## src/rtl/mult_share_arbiter.sv

```systemverilog
// Round-robin arbiter sharing one sequential multiplier among NUM_REQ requesters.
// Latches the winner's operands, runs the start/done handshake, and aborts stuck operations with a watchdog.
module mult_share_arbiter #(
    parameter int unsigned NUM_REQ = 3,
    parameter int unsigned WIDTH   = 32,
    parameter int unsigned TIMEOUT = 1024
) (
    input  logic                       clk,
    input  logic                       reset_n,
    input  logic [NUM_REQ-1:0]         req,
    input  logic [NUM_REQ*WIDTH-1:0]   op_a,
    input  logic [NUM_REQ*WIDTH-1:0]   op_b,
    output logic [NUM_REQ-1:0]         done,
    output logic [WIDTH-1:0]           result,
    output logic                       err,
    output logic                       busy,
    output logic                       mult_start,
    output logic [WIDTH-1:0]           mult_in1,
    output logic [WIDTH-1:0]           mult_in2,
    input  logic                       mult_done,
    input  logic [WIDTH-1:0]           mult_out
);

    localparam int unsigned IW      = $clog2(NUM_REQ);
    localparam int unsigned TW      = (TIMEOUT > 1) ? $clog2(TIMEOUT) : 1;
    localparam logic [TW-1:0] TLAST = TW'(TIMEOUT - 1);
    localparam logic [IW-1:0] PTR_RST = IW'(NUM_REQ - 1);

    typedef enum logic [1:0] {
        ST_IDLE,
        ST_BUSY,
        ST_RESPOND,
        ST_RELEASE
    } state_t;

    state_t               r_state;
    logic [IW-1:0]        r_rr_ptr;
    logic [IW-1:0]        r_gnt;
    logic [TW-1:0]        r_timer;
    logic [NUM_REQ-1:0]   r_done;
    logic [WIDTH-1:0]     r_result;
    logic                 r_err;
    logic                 r_busy;
    logic                 r_start;
    logic [WIDTH-1:0]     r_in1;
    logic [WIDTH-1:0]     r_in2;

    logic [WIDTH-1:0]     w_a [NUM_REQ];
    logic [WIDTH-1:0]     w_b [NUM_REQ];
    logic                 w_found;
    logic [IW-1:0]        w_winner;
    logic [IW-1:0]        w_cand;

    for (genvar g = 0; g < NUM_REQ; g++) begin : g_unpack
        assign w_a[g] = op_a[g*WIDTH +: WIDTH];
        assign w_b[g] = op_b[g*WIDTH +: WIDTH];
    end

    // First pending requester after the last winner, wrapping around.
    always_comb begin
        w_found  = 1'b0;
        w_winner = '0;
        w_cand   = '0;
        for (int k = 1; k <= int'(NUM_REQ); k++) begin
            w_cand = IW'((int'(r_rr_ptr) + k) % int'(NUM_REQ));
            if (!w_found && req[w_cand]) begin
                w_found  = 1'b1;
                w_winner = w_cand;
            end
        end
    end

    always_ff @(posedge clk or negedge reset_n) begin
        if (!reset_n) begin
            r_state  <= ST_IDLE;
            r_rr_ptr <= PTR_RST;
            r_gnt    <= '0;
            r_timer  <= '0;
            r_done   <= '0;
            r_result <= '0;
            r_err    <= 1'b0;
            r_busy   <= 1'b0;
            r_start  <= 1'b0;
            r_in1    <= '0;
            r_in2    <= '0;
        end else begin
            case (r_state)
                ST_IDLE: begin
                    if (w_found) begin
                        r_gnt    <= w_winner;
                        r_rr_ptr <= w_winner;
                        r_in1    <= w_a[w_winner];
                        r_in2    <= w_b[w_winner];
                        r_start  <= 1'b1;
                        r_timer  <= '0;
                        r_busy   <= 1'b1;
                        r_state  <= ST_BUSY;
                    end
                end
                ST_BUSY: begin
                    r_timer <= r_timer + TW'(1);
                    // A completing multiply beats a watchdog expiry in the same cycle.
                    if (mult_done) begin
                        r_result <= mult_out;
                        r_done   <= NUM_REQ'(1) << r_gnt;
                        r_err    <= 1'b0;
                        r_start  <= 1'b0;
                        r_state  <= ST_RESPOND;
                    end else if (TIMEOUT != 0 && r_timer == TLAST) begin
                        r_result <= '0;
                        r_done   <= NUM_REQ'(1) << r_gnt;
                        r_err    <= 1'b1;
                        r_start  <= 1'b0;
                        r_state  <= ST_RESPOND;
                    end
                end
                ST_RESPOND: begin
                    r_done  <= '0;
                    r_err   <= 1'b0;
                    r_state <= ST_RELEASE;
                end
                ST_RELEASE: begin
                    // Let the multiplier drop done before it can be started again.
                    if (!mult_done) begin
                        r_busy  <= 1'b0;
                        r_state <= ST_IDLE;
                    end
                end
                default: r_state <= ST_IDLE;
            endcase
        end
    end

    assign done       = r_done;
    assign result     = r_result;
    assign err        = r_err;
    assign busy       = r_busy;
    assign mult_start = r_start;
    assign mult_in1   = r_in1;
    assign mult_in2   = r_in2;

endmodule

```

## config.mk

```make
export PLATFORM = sky130hd
export DESIGN_NAME = mult_share_arbiter
export DESIGN_NICKNAME = d
export VERILOG_FILES = /design/src/rtl/mult_share_arbiter.sv
export SDC_FILE = /design/constraint.sdc
export NUM_CORES = 1
export LEC_CHECK = 0
export BUFFER_PORTS_ARGS = -buffer_cell sky130_fd_sc_hd__buf_4
export CORE_MARGIN = 1
export CORE_UTILIZATION = 54
export CTS_CLUSTER_SIZE = 8
export DETAILED_ROUTE_END_ITERATION = 8
export PLACE_DENSITY_LB_ADDON = 0.05
export SYNTH_ARGS = -nofsm -noshare
export SYNTH_HDL_FRONTEND = slang
export SYNTH_SLANG_ARGS = --single-unit
```

## constraint.sdc

```tcl
create_clock -name clk -period 4.8 [get_ports clk]
set_input_delay 0 -clock clk [delete_from_list [all_inputs] [get_ports clk]]
set_output_delay 0 -clock clk [all_outputs]
set_load 0.01 [all_outputs]
```

# Word-level counts from Yosys, hierarchy flattened
# Cells that the tools add are included.
[classes] addsub=4 div_mod_pow=3 order_cmp=4 n_eq_ne=7 shift=1 mux=39 bitwise_logic=1 n_reduce_logical=16
[op_table] operator="$mux W32" count=6
[op_table] operator="$bmux W32 S2" count=2
[op_table] operator="$mod A32 B3 Y32 const B" count=3
[op_table] operator="$pmux W10 S2" count=1
[op_table] operator="$mux W2" count=7
[op_table] operator="$mux W1" count=12
[op_table] operator="$add A10 B1 Y10 const B" count=1
[op_table] operator="$eq A10 B10 Y1 const B" count=1
[op_table] operator="$mux W10" count=1
[op_table] operator="$lt A2 B3 Y1 const B" count=3
[op_table] operator="$reduce_and A3 Y1" count=3
[op_table] operator="$pmux W2 S4" count=1
[op_table] operator="$reduce_and A2 Y1" count=4
[op_table] operator="$reduce_bool A2 Y1" count=4
[op_table] operator="$add A2 B2 Y3 const B" count=2
[op_table] operator="$bmux W1 S2" count=3
[op_table] operator="$mux W3" count=2
[op_table] operator="$pmux W1 S2" count=3
[op_table] operator="$pmux W3 S2" count=1
[op_table] operator="$eq A2 B2 Y1 const B" count=2
[op_table] operator="$ne A2 B2 Y1 const B" count=2
[op_table] operator="$add A2 B1 Y3 const B" count=1
[op_table] operator="$ge A3 B3 Y1 const B" count=1
[op_table] operator="$ne A3 B3 Y1 const B" count=1
[op_table] operator="6 further kinds" count=8
[totals] regBits=118 out_inout_bits=102 elab_cells=86

# Logic depth before layout (Yosys ltp)
[depth] word_depth=15 ltp_mapped=11 mapped_depth_nobuf=7

# Least setup slack after synthesis
# OpenSTA, ideal clock, no wires.
[synth_timing] path_type="register to register" start="register r_rr_ptr[1]" end="register r_in2[30], in the netlist mult_in2[30]" setup_time_ns=0.123 t_arrival_ns=2.347 required_time_ns=4.677 setup_slack_ns=2.330 stages_incl_launch_ff=10 synth_period_minus_slack_ns=2.470 path_cell_list="dfstp_2 -> inv_1 -> ha_1 -> buf_4 -> or3b_1 -> a22oi_1 -> buf_4 -> o211ai_1 -> a311o_1 -> o221a_1"
[synth_via] elab_chain_cells=15 word_cells_on_any_way=27 cone_classes="3 x add/sub; 3 x div; 15 x mux; 1 x bitwise; 5 x reduce/logical"
[synth_lines] element="start: declaration" line="37" rtl="logic [IW-1:0] r_rr_ptr;"
[synth_lines] element="start signal: assignment" line="91" rtl="r_rr_ptr <= w_winner;"
[synth_lines] element="$add A2 B1 Y3" line="65" rtl="w_cand = IW'((int'(r_rr_ptr) + k) % int'(NUM_REQ));"
[synth_lines] element="$mod A32 B3 Y32" line="65"
[synth_lines] element="$bmux W1 S2" line="66" rtl="if (!w_found && req[w_cand]) begin"
[synth_lines] element="$mux W1 (not written as such)" line="66"
[synth_lines] element="$mux W1" line="66"
[synth_lines] element="$logic_not A1 Y1" line="66"
[synth_lines] element="$logic_and A1 B1 Y1" line="66"
[synth_lines] element="$mux W1" line="66"
[synth_lines] element="$logic_not A1 Y1" line="66"
[synth_lines] element="$logic_and A1 B1 Y1" line="66"
[synth_lines] element="$mux W2" line="66"
[synth_lines] element="$not A2 Y3 (not written as such)" line="93" rtl="r_in2 <= w_b[w_winner];"
[synth_lines] element="$bmux W32 S2" line="93"
[synth_lines] element="$mux W32 (not written as such) (2 in a row)" line="93"
[synth_lines] element="end signal: assignment" line="93"
[synth_lines] element="end: declaration" line="46" rtl="logic [WIDTH-1:0] r_in2;"
# Parallel ways exist; a longest one is shown, timed or not. The select of a mux whose other input is x is not followed.
# A chain may end at the register's enable or synchronous reset.

# Worst setup path after layout
[layout_timing] start="register r_rr_ptr[1]" end="register r_in2[1], in the netlist mult_in2[1]"
# Same word-level chain as after synthesis.

==> results.cfg <==
[cts]
clock_latency_ps = 450
clk_path_buf_depth = 2
clockRootBuffer = clkbuf_16
cts_tree = yes
hold_buffers = 114
cts_sinks = 117
cts-buffers-inserted = 17
ctsResizeCount = 0
htreeDepth = 4
postCtsSetupBuffers = 0
clkTransAtPathRegs_ps = 70

[pwr]
pwr-share-comb_pct = 64.9
powerDensity_nw_per_um2 = 714.0
ir_worst_vdd_uv = 696.4
p_int_mw = 4.595
pwr-share-clk_pct = 15.6
p_leak_nw = 5.615
p_sw_share_pct = 49.74
p_total_mw = 9.144
p_switching_mw = 4.548
pwr-share-seq_pct = 19.6

[synthesis]
yosysWarnings = 0
ys_types = 55
ys_seq_area_share_pct = 34.05
synth_cells = 1049
synth_nets = 1289
ys_seq_elements = 117
synth_enable_flop_cells = 0
syn_area_um2 = 8603
syn_avg_cell_area_um2 = 8.201
synthFlopType = dfrtp_1
postSynth.asyncResetShare_pct = 100.0

[worst_setup_path]
critPathLaunch = r_rr_ptr[1]
critPathMaxStageDelay_ps = 610
cp_cell_sequence = inv_1 -> ha_1 -> mux2i_1 -> a2bb2oi_4 -> a31oi_4 -> nand2b_2 -> buf_12 -> o211ai_1 -> dlygate4sd3_1
cp_num_buf_inv = 3
crit_family = buffers and inverters
worst-path-max-fanout = 41
r2r-start = r_rr_ptr[1]
setup.worst_path.class = flip-flop to flip-flop
r2r-end = mult_in2[1]
worst_setup_path_end_kind = flip-flop
cp_slowest_cell = dlygate4sd3_1
arrival_ps = 4250
critPathRequiredTime_ps = 5110
r2r_slack_ps = 870
reg2reg_depth = 9
start_kind = flip-flop

[detailed_routing]
vias = 11140
routedWlPerCell_um = 22.96
firstDrtPassIters = 8
antenna_left = 0
drtIter0Drc = 1641
vias_per_cell = 6.836
wirelength_mm = 37.41
drc = 0

[flow_run]
cap_violations = 0

[status]
violations = hold timing
status = complete, but fails checks

[placement]
placed_area_um2 = 11030
place.port_buffers = 331
placedCellCount = 1482
post-place-ws_ps = 1367
dp_hpwl_mm = 20.18
gp_congestion = 0.8762

[worst_hold_path]
min_to = mult_in2[25]
min_from = op_b[57]
holdPathStages = 5
hold_class = primary input to flip-flop

[floorplanning]
coreArea_um2 = 15370
dieArea_um2 = 16440
rows = 45
die_y_um = 128.2
start_util_pct = 55.97
pin_count = 332
die-width_um = 128.2

[timing]
max-slew-margin-rel_pct = 17.27
setup_tns_ps = 0
rsz0062_at_grt = false
final-hold-violation-count = 7
timing.final.ws_setup_ps = 866.9
min_period_ps = 3933
finClkSkew_ps = 16.53
setup-violations-final = 0
whs_ps = -6.742
period_share_pct = 81.94
timing.fmax_mhz = 254.3
worstMarginPinSlew_ps = 1241
slew_violations = 0

[cells_and_area]
final_cell_mix = buf_4 (348), nand2_1 (201), nor3_1 (129)
utilization_pct = 83.31
fin_cells = 1629
area_growth_pct = 48.85
nNetsFinal = 1644
final_common_cell = buf_4
fillers = 932
drive_gt1_share_pct = 28.37
fin_area_um2 = 12810

[global_routing]
antenna_found_initial = 3
grtUsageTotal_pct = 46.74
grt_pass1_wl_mm = 58.98
grt_max_degree = 88
grt.overflow.total = 0
first_global_vias = 10490
## metal layers
metal	track usage, %	share of wire [%]
met5	3.406	0.20
met4	27.40	6.2
met3	20.08	12
met2	71.16	46
met1	54.53	35
## worst min-delay path: cells and delay by family
kind,cells,cell delay [ps]
buf+inv,1,90
simple gates,2,100
compound gates,2,210
## power groups by stage
stage               logic, mW  registers [mW]  clock network (mW)
CTS                      5.64            1.74                1.39
global route             6.33            1.82                1.48
floorplan                3.49            1.88                   0
finish                   5.93            1.79                1.42
global placement         5.25            1.74                   0
detailed placement       5.37            1.74                   0
## worst max path at each step
stage / end / slack (ps) / cells past startpoint
2_1_floorplan: mult_in2[30] / 2330 / 9
3_3_place_gp: mult_in2[30] / 1480 / 8
3_5_place_dp: mult_in2[30] / 1370 / 8
4_1_cts: mult_in2[26] / 970 / 9
5_1_grt: mult_in1[23] / 690 / 9
6_report: mult_in2[1] / 870 / 9
## final cells by class
cell class | count | area [um^2] | share of cell area, %
multi-input combinational | 794 | 5132 | 40.08
timing repair buffer | 465 | 3814 | 29.78
tap | 211 | 264.0 | 2.062
clock buffer | 17 | 425.4 | 3.322
inverter | 9 | 33.78 | 0.2638
sequential | 117 | 2929 | 22.87
clock inverter | 15 | 205.2 | 1.602
antenna | 1 | 2.502 | 0.01954
## registers in the layout (all words and copies together) (netlist names)
name / count
mult_in1: 32
r_gnt: 1
r_state: 2
done: 3
result: 32
r_rr_ptr: 2
r_timer: 10
mult_start: 1
busy: 1
mult_in2: 32
err: 1
## kinds of logic (layout without fill, tap and decap cells)
family                     Yosys count  in the layout  synth area share [%]
DFF                                117            117                 34.05
buffers and inverters              138            506                 7.112
and+or+nand+nor                    438            438                 23.20
adders and majority gates           10             10                 1.454
AOI/OAI and AO/OA                  342            342                 33.71
other                                0              1                     0
muxes                                4              4                0.4799
## Yosys cell counts (all sizes together) (2+ instances only)
| cell type | n | area, um^2 |
|---|---|---|
| o2111ai | 63 | 551.8 |
| nand4 | 2 | 12.51 |
| mux2i | 3 | 30.03 |
| or2 | 2 | 12.51 |
| o21ai | 16 | 83.83 |
| or4 | 4 | 30.03 |
| o211ai | 127 | 953.4 |
| a31oi | 3 | 18.77 |
| o31ai | 8 | 73.82 |
| or3 | 3 | 18.77 |
| ha | 10 | 125.1 |
| nor2 | 8 | 30.03 |
| nand2 | 201 | 754.5 |
| nor4 | 2 | 18.77 |
| inv | 9 | 33.78 |
| a22oi | 2 | 15.01 |
| clkbuf | 68 | 255.2 |
| nor2b | 6 | 37.54 |
| a22o | 33 | 289.0 |
| and3b | 2 | 17.52 |
| o2111a | 63 | 709.4 |
| nand3 | 67 | 335.3 |
| dfrtp | 116 | 2903 |
| buf | 61 | 322.8 |
| a21oi | 14 | 70.07 |
| nand2b | 6 | 37.54 |
| nor3 | 129 | 645.6 |
No activity file was read; power rests on OpenSTA's default activity.
